$ cat src/rtl/disparo_pkg.sv
// Shared result codes, FSM states and elaboration helpers
// for the shot register (registro_disparos).
package disparo_pkg;

  localparam logic [1:0] RES_MISS    = 2'b00;
  localparam logic [1:0] RES_HIT     = 2'b01;
  localparam logic [1:0] RES_REPEAT  = 2'b10;
  localparam logic [1:0] RES_INVALID = 2'b11;

  typedef enum logic [1:0] {
    ST_IDLE,
    ST_CHECK,
    ST_RESULT,
    ST_FIM
  } state_e;

  function automatic logic [6:0] popcount64(
    input logic [63:0] v
  );
    logic [6:0] cnt;
    cnt = '0;
    for (int i = 0; i < 64; i++)
      cnt = cnt + 7'(v[i]);
    return cnt;
  endfunction

  function automatic logic [63:0] cell_mask(
    input int n
  );
    logic [63:0] m;
    m = '0;
    for (int i = 0; i < 64; i++)
      if (i < n) m[i] = 1'b1;
    return m;
  endfunction

endpackage

$ cat src/rtl/classifica_disparo.sv
// Combinational shot classifier: INVALID > REPEAT > HIT > MISS.
module classifica_disparo
  import disparo_pkg::*;
#(
  parameter int          NUM_CELLS = 36,
  parameter logic [63:0] SHIP_MAP  = 64'h0000_0000_0F00_3C07
) (
  input  logic [5:0]  i_cell,
  input  logic [63:0] i_shot_map,
  output logic [1:0]  o_result
);

  always_comb begin
    o_result = RES_MISS;
    if (int'(i_cell) >= NUM_CELLS)
      o_result = RES_INVALID;
    else if (i_shot_map[i_cell])
      o_result = RES_REPEAT;
    else if (SHIP_MAP[i_cell])
      o_result = RES_HIT;
  end

endmodule

$ cat src/rtl/registro_disparos.sv
// Battleship shot register: classifies shots, counts hits/shots.
// Optional shot budget enabled with `define SHOT_LIMIT_EN.
module registro_disparos
  import disparo_pkg::*;
#(
  parameter int          NUM_CELLS = 36,
  parameter logic [63:0] SHIP_MAP  = 64'h0000_0000_0F00_3C07,
  parameter int          MAX_SHOTS = 20
) (
  input  logic       clk,
  input  logic       rst_n,
  input  logic [5:0] cell_in,
  input  logic       fire_valid,
  output logic       fire_ready,
  input  logic       new_game,
  output logic       result_valid,
  output logic [1:0] result,
  output logic [5:0] hit_count,
  output logic [6:0] shot_count,
  output logic       game_over,
`ifdef SHOT_LIMIT_EN
  output logic       lose,
  output logic [6:0] shots_left
`else
  output logic       lose
`endif
);

  localparam logic [6:0] SHIP_TOTAL =
    popcount64(SHIP_MAP & cell_mask(NUM_CELLS));

  state_e      r_state;
  state_e      w_next;
  logic [5:0]  r_cell;
  logic [63:0] r_shot_map;
  logic [1:0]  r_result;
  logic [5:0]  r_hits;
  logic [6:0]  r_shots;
  logic [1:0]  w_class;
  logic        w_won;
  logic        w_lost;
  logic        w_count;

  classifica_disparo #(
    .NUM_CELLS (NUM_CELLS),
    .SHIP_MAP  (SHIP_MAP)
  ) u_class (
    .i_cell     (r_cell),
    .i_shot_map (r_shot_map),
    .o_result   (w_class)
  );

  assign w_won = ({1'b0, r_hits} == SHIP_TOTAL);
  assign w_count = (w_class == RES_HIT) ||
                   (w_class == RES_MISS);

`ifdef SHOT_LIMIT_EN
  logic r_lose;
  assign w_lost = !w_won &&
                  (r_shots == 7'(MAX_SHOTS));
  assign lose = r_lose;
  assign shots_left = 7'(MAX_SHOTS) - r_shots;

  always_ff @(posedge clk or negedge rst_n) begin
    if (!rst_n)
      r_lose <= 1'b0;
    else if (new_game)
      r_lose <= 1'b0;
    else if (r_state == ST_RESULT && w_lost)
      r_lose <= 1'b1;
  end
`else
  assign w_lost = 1'b0;
  assign lose = 1'b0;
`endif

  always_ff @(posedge clk or negedge rst_n) begin
    if (!rst_n)
      r_state <= ST_IDLE;
    else
      r_state <= w_next;
  end

  // new_game overrides every state, including an in-flight shot
  always_comb begin
    w_next = r_state;
    if (new_game) begin
      w_next = ST_IDLE;
    end else begin
      unique case (r_state)
        ST_IDLE:
          if (fire_valid) w_next = ST_CHECK;
        ST_CHECK:
          w_next = ST_RESULT;
        ST_RESULT:
          w_next = (w_won || w_lost) ? ST_FIM : ST_IDLE;
        ST_FIM:
          w_next = ST_FIM;
        default:
          w_next = ST_IDLE;
      endcase
    end
  end

  always_ff @(posedge clk or negedge rst_n) begin
    if (!rst_n) begin
      r_cell     <= '0;
      r_shot_map <= '0;
      r_result   <= RES_MISS;
      r_hits     <= '0;
      r_shots    <= '0;
    end else if (new_game) begin
      r_shot_map <= '0;
      r_hits     <= '0;
      r_shots    <= '0;
    end else begin
      if (r_state == ST_IDLE && fire_valid)
        r_cell <= cell_in;
      if (r_state == ST_CHECK) begin
        r_result <= w_class;
        if (w_count) begin
          r_shot_map[r_cell] <= 1'b1;
          if (r_shots != 7'h7f)
            r_shots <= r_shots + 7'd1;
        end
        if (w_class == RES_HIT)
          r_hits <= r_hits + 6'd1;
      end
    end
  end

  assign fire_ready   = (r_state == ST_IDLE);
  assign result_valid = (r_state == ST_RESULT);
  assign game_over    = (r_state == ST_FIM);
  assign result       = r_result;
  assign hit_count    = r_hits;
  assign shot_count   = r_shots;

endmodule
$ cat config.mk
export PLATFORM = sky130hd
export DESIGN_NAME = registro_disparos
export DESIGN_NICKNAME = d
export VERILOG_FILES = /design/src/rtl/disparo_pkg.sv /design/src/rtl/classifica_disparo.sv /design/src/rtl/registro_disparos.sv
export SDC_FILE = /design/constraint.sdc
export NUM_CORES = 1
export LEC_CHECK = 0
export ABC_AREA = 1
export BUFFER_PORTS_ARGS = -buffer_cell sky130_fd_sc_hd__buf_2
export CORE_MARGIN = 8
export CORE_UTILIZATION = 60
export CTS_CLUSTER_DIAMETER = 30
export DETAILED_ROUTE_END_ITERATION = 10
export HOLD_SLACK_MARGIN = 0.03
export PLACE_DENSITY = 0.79
export SLEW_MARGIN = 0
export SYNTH_ARGS = -nofsm -noshare
export SYNTH_HDL_FRONTEND = slang
export SYNTH_HIERARCHICAL = 1
export SYNTH_SLANG_ARGS = --single-unit
$ cat constraint.sdc
create_clock -name clk -period 2.7 [get_ports clk]
set_input_delay 0.81 -clock clk [delete_from_list [all_inputs] [get_ports clk]]
set_output_delay 0.81 -clock clk [all_outputs]
set_load 0.005 [all_outputs]
==> impl_metrics.json, run 1 <==
{
  "syn_nets": 471,
  "numCtsBuffers": 9,
  "post-place-ws_ps": 312.9,
  "avgSynthCellArea_um2": 7.600,
  "syn_inst": 459,
  "place_hpwl_um": 5621,
  "tightest_slew_ps": 662.1,
  "hold_viol": 0,
  "rsz0062_at_grt": "no",
  "critical_path_class": "reg2reg",
  "firstDrtPassIters": 5,
  "crit_path_frequent_cell": "nand2_1",
  "crit_required_ps": 2920,
  "path_cells": "buf_4, nand2_1, nand3_1, nand2_1, nand2_1, nand2_1, nor2_1, nand2_2, nand3_2, nand2_1, nand3b_2, nor2_2, nor2_1, inv_1, o21ai_0",
  "antenna_found_initial": 0,
  "cts-root-buf": "clkbuf_8",
  "holdBufCountCts": 0,
  "nets": 499,
  "cp_max_fo": 18,
  "finalWirelength_um": 8338,
  "dieArea_mm2": 0.008510,
  "cts_tree": "yes",
  "fin_util_pct": 69.14,
  "clk_latency_ps": 340,
  "grt_pass1_wl_um": 14170,
  "critPathCaptureType": "register",
  "drive_above_1_share_pct": 17.72,
  "finalCritPeriodShare_pct": 87.19,
  "io_buffers": 27,
  "hold_path.class": "reg2reg",
  "start_util_pct": 62.58,
  "max_stage_delay_ps": 390,
  "stdcell_count": 563,
  "drt.antenna.violating_nets": 0,
  "vias_per_cell": 5.460,
  "grt_pass1_vias": 2932,
  "fp-row-count": 27,
  "critPathSlowestCell": "dfrtp_1",
  "tns_ps": 0,
  "slew-limit-headroom_pct": 55.62,
  "grt_max_degree": 64,
  "finalWeightedCongestion": 0.9059,
  "period_needed_ps": 2354,
  "cp-start-kind": "register",
  "max-cap-violations": 0,
  "num_antenna_cells": 0,
  "die_h_um": 92.25,
  "synth_area_mm2": 0.003488,
  "ioPinCount": 29,
  "power.density_mw_per_mm2": 573.2,
  "fmax_ghz": 0.4248,
  "syn_to_final_growth_pct": 10.47,
  "status": "complete, no violations",
  "final_cell_mix": "nand2_1, dfrtp_1, nand3_1",
  "fin_skew_ps": 7.901,
  "vias": 3074,
  "cp.arrival_ps": 2570,
  "path_clk_slew_ps": 70,
  "drc": 0,
  "finalSetupViolCount": 0,
  "grt_remaining_overflow": 0,
  "clk_path_buf_depth": 2,
  "synth_warnings": 6,
  "place_inst": 548,
  "htree_levels": 3,
  "leakage_nw": 1.960,
  "setup_ws_ps": 346.0,
  "fin_worst_hold_slack_ps": 483.3,
  "wire_per_inst_um": 14.81,
  "layout_commonest_cell": "nand2_1",
  "first_iter_violations": 249,
  "slew_viol_final": 0,
  "core_mm2": 0.005574,
  "cts_setup_buffers": 0,
  "grtUsageTotal_pct": 20.63,
  "ir_drop_mv": 0.3550,
  "fp.dieW_um": 92.25,
  "cts_num_sinks": 63
}
[power by group]
group          switching [W]  internal [W]  leakage [nW]
clock               0.000339      0.000405        0.0898
combinational       0.000308      0.000134          1.02
sequential         0.0000498      0.000974         0.854
total               0.000696       0.00151          1.96
[per-layer routing]
layer  track usage (%)  part of all wire [%]
met1             27.02                    46
met2             32.54                    47
met3             4.645                   5.7
met4             7.785                   1.7
met5                 0                     0
[flip-flops by register name (all words and copies together) (netlist names)]
signal,count
r_shot_map,40
shot_count,7
hit_count,6
r_cell,6
r_state,2
result,2
[worst paths after layout]
path | startpoint | to | slack, ps | depth (start not counted)
setup / recovery | r_cell[0] | hit_count[3] | 350 | 15
hold / removal | r_shot_map[31] | r_shot_map[31] | 480 | 2
setup reg to reg | r_cell[0] | hit_count[3] | 350 | 15
hold reg to reg | r_shot_map[31] | r_shot_map[31] | 480 | 2
max in group asynchronous | rst_n | r_cell[3] | 1930 | 2
min in group asynchronous | rst_n | shot_count[3] | 490 | 2
[worst max-delay path, delay by kind of cell, from the launching register on]
kind | cells | cell delay, ps
AOI/OAI and AO/OA | 1 | 80
and+or+nand+nor | 12 | 1360
DFF | 1 | 390
buffers and inverters | 2 | 390
[cell type report]
class | instances | area (µm²)
inverter | 58 | 221.5
clock buffer | 15 | 176.4
timing repair buffer | 36 | 215.2
sequential | 63 | 1578
multi-input combinational | 319 | 1573
fill | 477 | 1720
tap | 72 | 90.09
[what timing repair did]
| item | in CTS | in global routing |
|---|---|---|
| gates resized for setup | 0 | 1 |
| endpoints found under the setup margin | 0 | 3 |
| hold endpoints to repair | 0 | 0 |
[through the flow]
stage          total power (W)  instance area, µm²
2_1_floorplan         0.001354                3488
3_3_place_gp          0.001465                3676
3_5_place_dp          0.001472                3676
4_1_cts               0.002214                3852
5_1_grt               0.002305                3854
6_report              0.002209                3854
No activity file was read; power rests on OpenSTA's default activity.
==> inputs of run 2 (changes only) <==
--- a/config.mk
+++ b/config.mk
@@ -13,6 +13,7 @@
 export DETAILED_ROUTE_END_ITERATION = 10
 export HOLD_SLACK_MARGIN = 0.03
 export PLACE_DENSITY = 0.79
+export RECOVER_POWER = 100
 export SLEW_MARGIN = 0
 export SYNTH_ARGS = -nofsm -noshare
 export SYNTH_HDL_FRONTEND = slang
==> impl_metrics.json, run 2 (synthesis gave the netlist of run 1 again) <==
{
  "finalSetupViolCount": 0,
  "grt_pass1_vias": 2932,
  "slew-limit-headroom_pct": -3.335,
  "critical_path_class": "reg2reg",
  "antenna_found_initial": 0,
  "grtUsageTotal_pct": 20.63,
  "power.density_mw_per_mm2": 577.8,
  "nets": 499,
  "cts_setup_buffers": 0,
  "max-cap-violations": 1,
  "cts_tree": "yes",
  "numCtsBuffers": 9,
  "grt_remaining_overflow": 0,
  "num_antenna_cells": 0,
  "vias_per_cell": 5.435,
  "final_cell_mix": "nand2_1, dfrtp_1, nand3_1",
  "die_h_um": 92.25,
  "ioPinCount": 29,
  "fp.dieW_um": 92.25,
  "status": "complete, but fails checks",
  "regArea_mm2": 0.001578,
  "io_buffers": 27,
  "critPathCaptureType": "register",
  "clk_path_buf_depth": 2,
  "finalCritPeriodShare_pct": 88.55,
  "cp-start-kind": "register",
  "largest_register": "r_shot_map",
  "violations": "max-capacitance violations, max-slew violations",
  "cts_num_sinks": 63,
  "place_area_mm2": 0.003676,
  "firstDrtPassIters": 5,
  "tns_ps": 0,
  "htree_levels": 3,
  "layout_commonest_cell": "nand2_1",
  "fill_cells": 492,
  "cp_max_fo": 21,
  "multiInputGateArea_mm2": 0.001550,
  "fin_skew_ps": 8.275,
  "wire_per_inst_um": 14.70,
  "grt_max_degree": 64,
  "hold_viol": 0,
  "vias": 3060,
  "place_hpwl_um": 5621,
  "finalInstanceArea_mm2": 0.003804,
  "leakage_nw": 1.900,
  "fmax_ghz": 0.4183,
  "drive_above_1_share_pct": 14.66,
  "first_iter_violations": 247,
  "fp-row-count": 27,
  "cp.arrival_ps": 2660,
  "syn_to_final_growth_pct": 9.039,
  "core_mm2": 0.005574,
  "largest_reg_flops": 40,
  "dieArea_mm2": 0.008510,
  "clk_latency_ps": 340,
  "path_clk_slew_ps": 70,
  "drt.antenna.violating_nets": 0,
  "crit_required_ps": 2970,
  "rsz0062_at_grt": "no",
  "ir_drop_mv": 0.3528,
  "start_util_pct": 62.58,
  "finalWeightedCongestion": 0.9059,
  "cts-root-buf": "clkbuf_8",
  "place_inst": 548,
  "hold_path.class": "reg2reg",
  "stdcell_count": 563,
  "drc": 0,
  "slew_viol_final": 64,
  "power_w": 0.002198,
  "grt_pass1_wl_um": 14170,
  "period_needed_ps": 2391,
  "finalWirelength_um": 8277,
  "fin_worst_hold_slack_ps": 487.5,
  "tightest_slew_ps": 1550
}
==> run 2: cell types whose count changed in the layout (fill, tap and decap cells not counted), moves of 2 or more <==
cell      delta
clkbuf_1    +10
nor2_1       +2
clkbuf_2     +2
buf_2       -11
and2_4       -2
==> run 2: area by class of cell <==
type / instances / area share (%)
flip-flops and latches: 63 / 41.48
multi-input cells: 319 / 40.76
inverters: 58 / 5.822
repair buffers: 36 / 4.934
clock buffers: 15 / 4.638
well taps: 72 / 2.368
==> run 2: stage by stage <==
step / worst slack, ps / util [%]
final: 309.2 / 68.24
after global placement: 407.0 / 65.95
after floorplan: 507.2 / -
after global routing: 58.81 / 68.24
after detailed placement: 312.9 / 65.95
after CTS: 275.9 / 69.11
==> run 2: timing repair <==
action | 4_1_cts | 5_1_grt
resized for setup | 0 | 1
setup endpoints to repair | 0 | 3
hold buffers | 0 | 0
==> run 2: where the power goes <==
part	internal (W)	switching, W	total, W
logic	0.000128	0.000299	0.000427
clock network	0.000405	0.000342	0.000747
registers	0.000974	0.0000499	0.00102
total	0.00151	0.000691	0.00220
==> run 2: per-layer routing <==
| metal | GRT usage [%] | routed length (µm) |
|---|---|---|
| met2 | 32.54 | 3871 |
| met4 | 7.785 | 144 |
| met5 | 0 | 0 |
| met3 | 4.645 | 533 |
| met1 | 27.02 | 3728 |
==> run 2: worst paths after layout <==
check	from	end	slack [ps]	cells past startpoint
worst max register to register	r_cell[0]	r_shot_map[32]	310	13
worst min register to register	r_shot_map[19]	r_shot_map[19]	490	2
max in group asynchronous	rst_n	r_cell[3]	730	2
min in group asynchronous	rst_n	shot_count[3]	950	2
worst max-delay path	r_cell[0]	r_shot_map[32]	310	13
worst min-delay path	r_shot_map[19]	r_shot_map[19]	490	2
==> run 2: worst max-delay path: stages, from the launching register on <==
cell and delay, ps:
dfrtp_1 390, buf_4 280, nand2_1 100, nand3_1 80, nand2_1 50, nand2_1 50, nand2_1 50, nor2_1 120
nand2_2 50, nand3_1 90, nand2_1 100, nor2_2 660, nand3_1 180, nand2_1 120
==> inputs of run 3 (changes only) <==
--- a/config.mk
+++ b/config.mk
@@ -5,14 +5,13 @@
 export SDC_FILE = /design/constraint.sdc
 export NUM_CORES = 1
 export LEC_CHECK = 0
-export ABC_AREA = 1
 export BUFFER_PORTS_ARGS = -buffer_cell sky130_fd_sc_hd__buf_2
 export CORE_MARGIN = 8
-export CORE_UTILIZATION = 60
+export CORE_UTILIZATION = 59
 export CTS_CLUSTER_DIAMETER = 30
 export DETAILED_ROUTE_END_ITERATION = 10
 export HOLD_SLACK_MARGIN = 0.03
-export PLACE_DENSITY = 0.79
+export PLACE_DENSITY = 0.78
 export RECOVER_POWER = 100
 export SLEW_MARGIN = 0
 export SYNTH_ARGS = -nofsm -noshare
==> constraint.sdc (replaced) <==
create_clock -name clk -period 2.51 [get_ports clk]
set_input_delay 0.753 -clock clk [delete_from_list [all_inputs] [get_ports clk]]
set_output_delay 0.753 -clock clk [all_outputs]
set_load 0.005 [all_outputs]
==> impl_metrics.json, run 3 <==
{
  "critPathCaptureType": "register",
  "vias_per_cell": 5.935,
  "grt_max_degree": 40,
  "fin_worst_hold_slack_ps": 231.6,
  "slew_viol_final": 0,
  "path_clk_slew_ps": 70,
  "clk_path_buf_depth": 2,
  "avgSynthCellArea_um2": 10.20,
  "cp-start-kind": "register",
  "rsz0062_at_grt": "yes",
  "cts_num_sinks": 63,
  "status": "complete, but fails checks",
  "finalCritPeriodShare_pct": 111.3,
  "firstDrtPassIters": 4,
  "largest_register": "r_shot_map",
  "leakage_nw": 1.787,
  "hold_viol": 0,
  "clk_latency_ps": 340,
  "syn_nets": 313,
  "cp.arrival_ps": 3060,
  "timing.rr.end": "r_shot_map[25]",
  "hold_path.class": "in2async",
  "finalSetupViolCount": 53,
  "place_inst": 408,
  "drc": 0,
  "grt_pass1_wl_um": 12560,
  "fp-row-count": 26,
  "fp.dieW_um": 88.14,
  "slew-limit-headroom_pct": 28.07,
  "fin_skew_ps": 4.767,
  "dieArea_mm2": 0.007769,
  "syn_to_final_growth_pct": 27.02,
  "tightest_slew_ps": 1079,
  "grtUsageTotal_pct": 21.26,
  "vias": 2576,
  "final_cell_mix": "dfrtp_1, nor2_1, a21oi_1",
  "ir_drop_mv": 0.5087,
  "finalWirelength_um": 7655,
  "stdcell_count": 434,
  "grt_pass1_vias": 2544,
  "crit_required_ps": 2780,
  "period_needed_ps": 2795,
  "drt.antenna.violating_nets": 0,
  "ioPinCount": 29,
  "start_util_pct": 60.50,
  "place_hpwl_um": 4884,
  "first_iter_violations": 192,
  "cts_tree": "yes",
  "die_h_um": 88.14,
  "max-cap-violations": 0,
  "power_w": 0.002507,
  "numCtsBuffers": 9,
  "syn_inst": 301,
  "antenna_found_initial": 0,
  "htree_levels": 3,
  "largest_reg_flops": 40,
  "synth_warnings": 6,
  "holdBufCountCts": 0,
  "core_mm2": 0.005075,
  "io_buffers": 27,
  "violations": "negative setup slack",
  "drive_above_1_share_pct": 38.19,
  "synth_area_mm2": 0.003070,
  "cp_max_fo": 5,
  "r2r_setup_slack_ps": -280,
  "nets": 371,
  "num_antenna_cells": 0,
  "cp-startpoint": "r_cell[0]",
  "finalWeightedCongestion": 0.9204,
  "r2r_start": "r_cell[0]",
  "fmax_ghz": 0.3578,
  "r2r_cells": 12,
  "cts-root-buf": "clkbuf_8",
  "setup_ws_ps": -284.6,
  "critical_path_class": "reg2reg",
  "grt_remaining_overflow": 0,
  "layout_commonest_cell": "dfrtp_1",
  "wire_per_inst_um": 17.64,
  "power.density_mw_per_mm2": 642.7
}
-- run 3: changes by cell type in the layout (fill, tap and decap cells not counted), sizes merged, moves of 10 or more --
| cell | previous run | this run |
|---|---|---|
| inv | 57 | 2 |
| a21oi | 34 | 45 |
| nor2 | 48 | 64 |
| o21ai | 14 | 4 |
| nand2 | 132 | 10 |
| clkbuf | 27 | 16 |
| buf | 24 | 66 |
| mux2 | 0 | 11 |
| nand3 | 61 | 5 |
-- run 3: area by class of cell --
| type | instances | area, µm² |
|---|---|---|
| flip-flops and latches | 63 | 1579 |
| multi-input cells | 214 | 1565 |
| fillers | 355 | 1175 |
| repair buffers | 69 | 484.2 |
| clock buffers | 13 | 158.9 |
| well taps | 70 | 87.58 |
| clock inverters | 3 | 17.52 |
| inverters | 2 | 7.507 |
-- run 3: per-layer routing --
layer	part of all wire, %	routed length (µm)	vias to the layer above	global-route usage (%)
li1	-	-	1179	-
met2	49	3765	101	33.38
met3	5.1	393	21	5.629
met5	0	0	-	0
met1	43	3268	1275	26.82
met4	3.0	228	0	9.677
-- run 3: metrics by stage --
stage                     worst slack, ps  util, %  setup TNS (ps)  area [µm²]
final                              -284.6    76.85           -9362        3900
after global routing               -407.5    76.85          -14810        3900
after CTS                          -265.0    74.90           -8120        3801
after floorplan                    -102.5        -           -1162        3077
after global placement             -273.0    68.00           -8859        3451
after detailed placement           -363.5    68.00          -13210        3451
-- run 3: report_power, final --
group	switching, W	internal [W]	total (W)
logic	0.000317	0.000276	0.000593
clock network	0.000377	0.000409	0.000787
registers	0.0000671	0.00106	0.00113
total	0.000761	0.00175	0.00251
-- run 3: worst max-delay path, cell delays in order, from the launching register on --
cell and delay [ps]:
dfrtp_2 410, buf_6 140, buf_4 140, mux2_2 280, a221oi_2 250, nand3_1 110, o31a_1 130, o21a_2 230
or4b_4 560, buf_6 150, nor2_4 130, a21oi_2 70, nor2_1 120
-- run 3: timing repair --
item | CTS | global route
pin swaps | 19 | 17
buffers inserted | 9 | 1
gates resized for setup | 29 | 26
setup endpoints to repair | 53 | 53
-- run 3: worst max path at each step --
stage,to,slack [ps]
2_1_floorplan,shot_count[4],-100
3_3_place_gp,r_shot_map[17],-270
3_5_place_dp,r_shot_map[0],-360
4_1_cts,r_shot_map[0],-260
5_1_grt,shot_count[5],-410
6_report,r_shot_map[25],-280
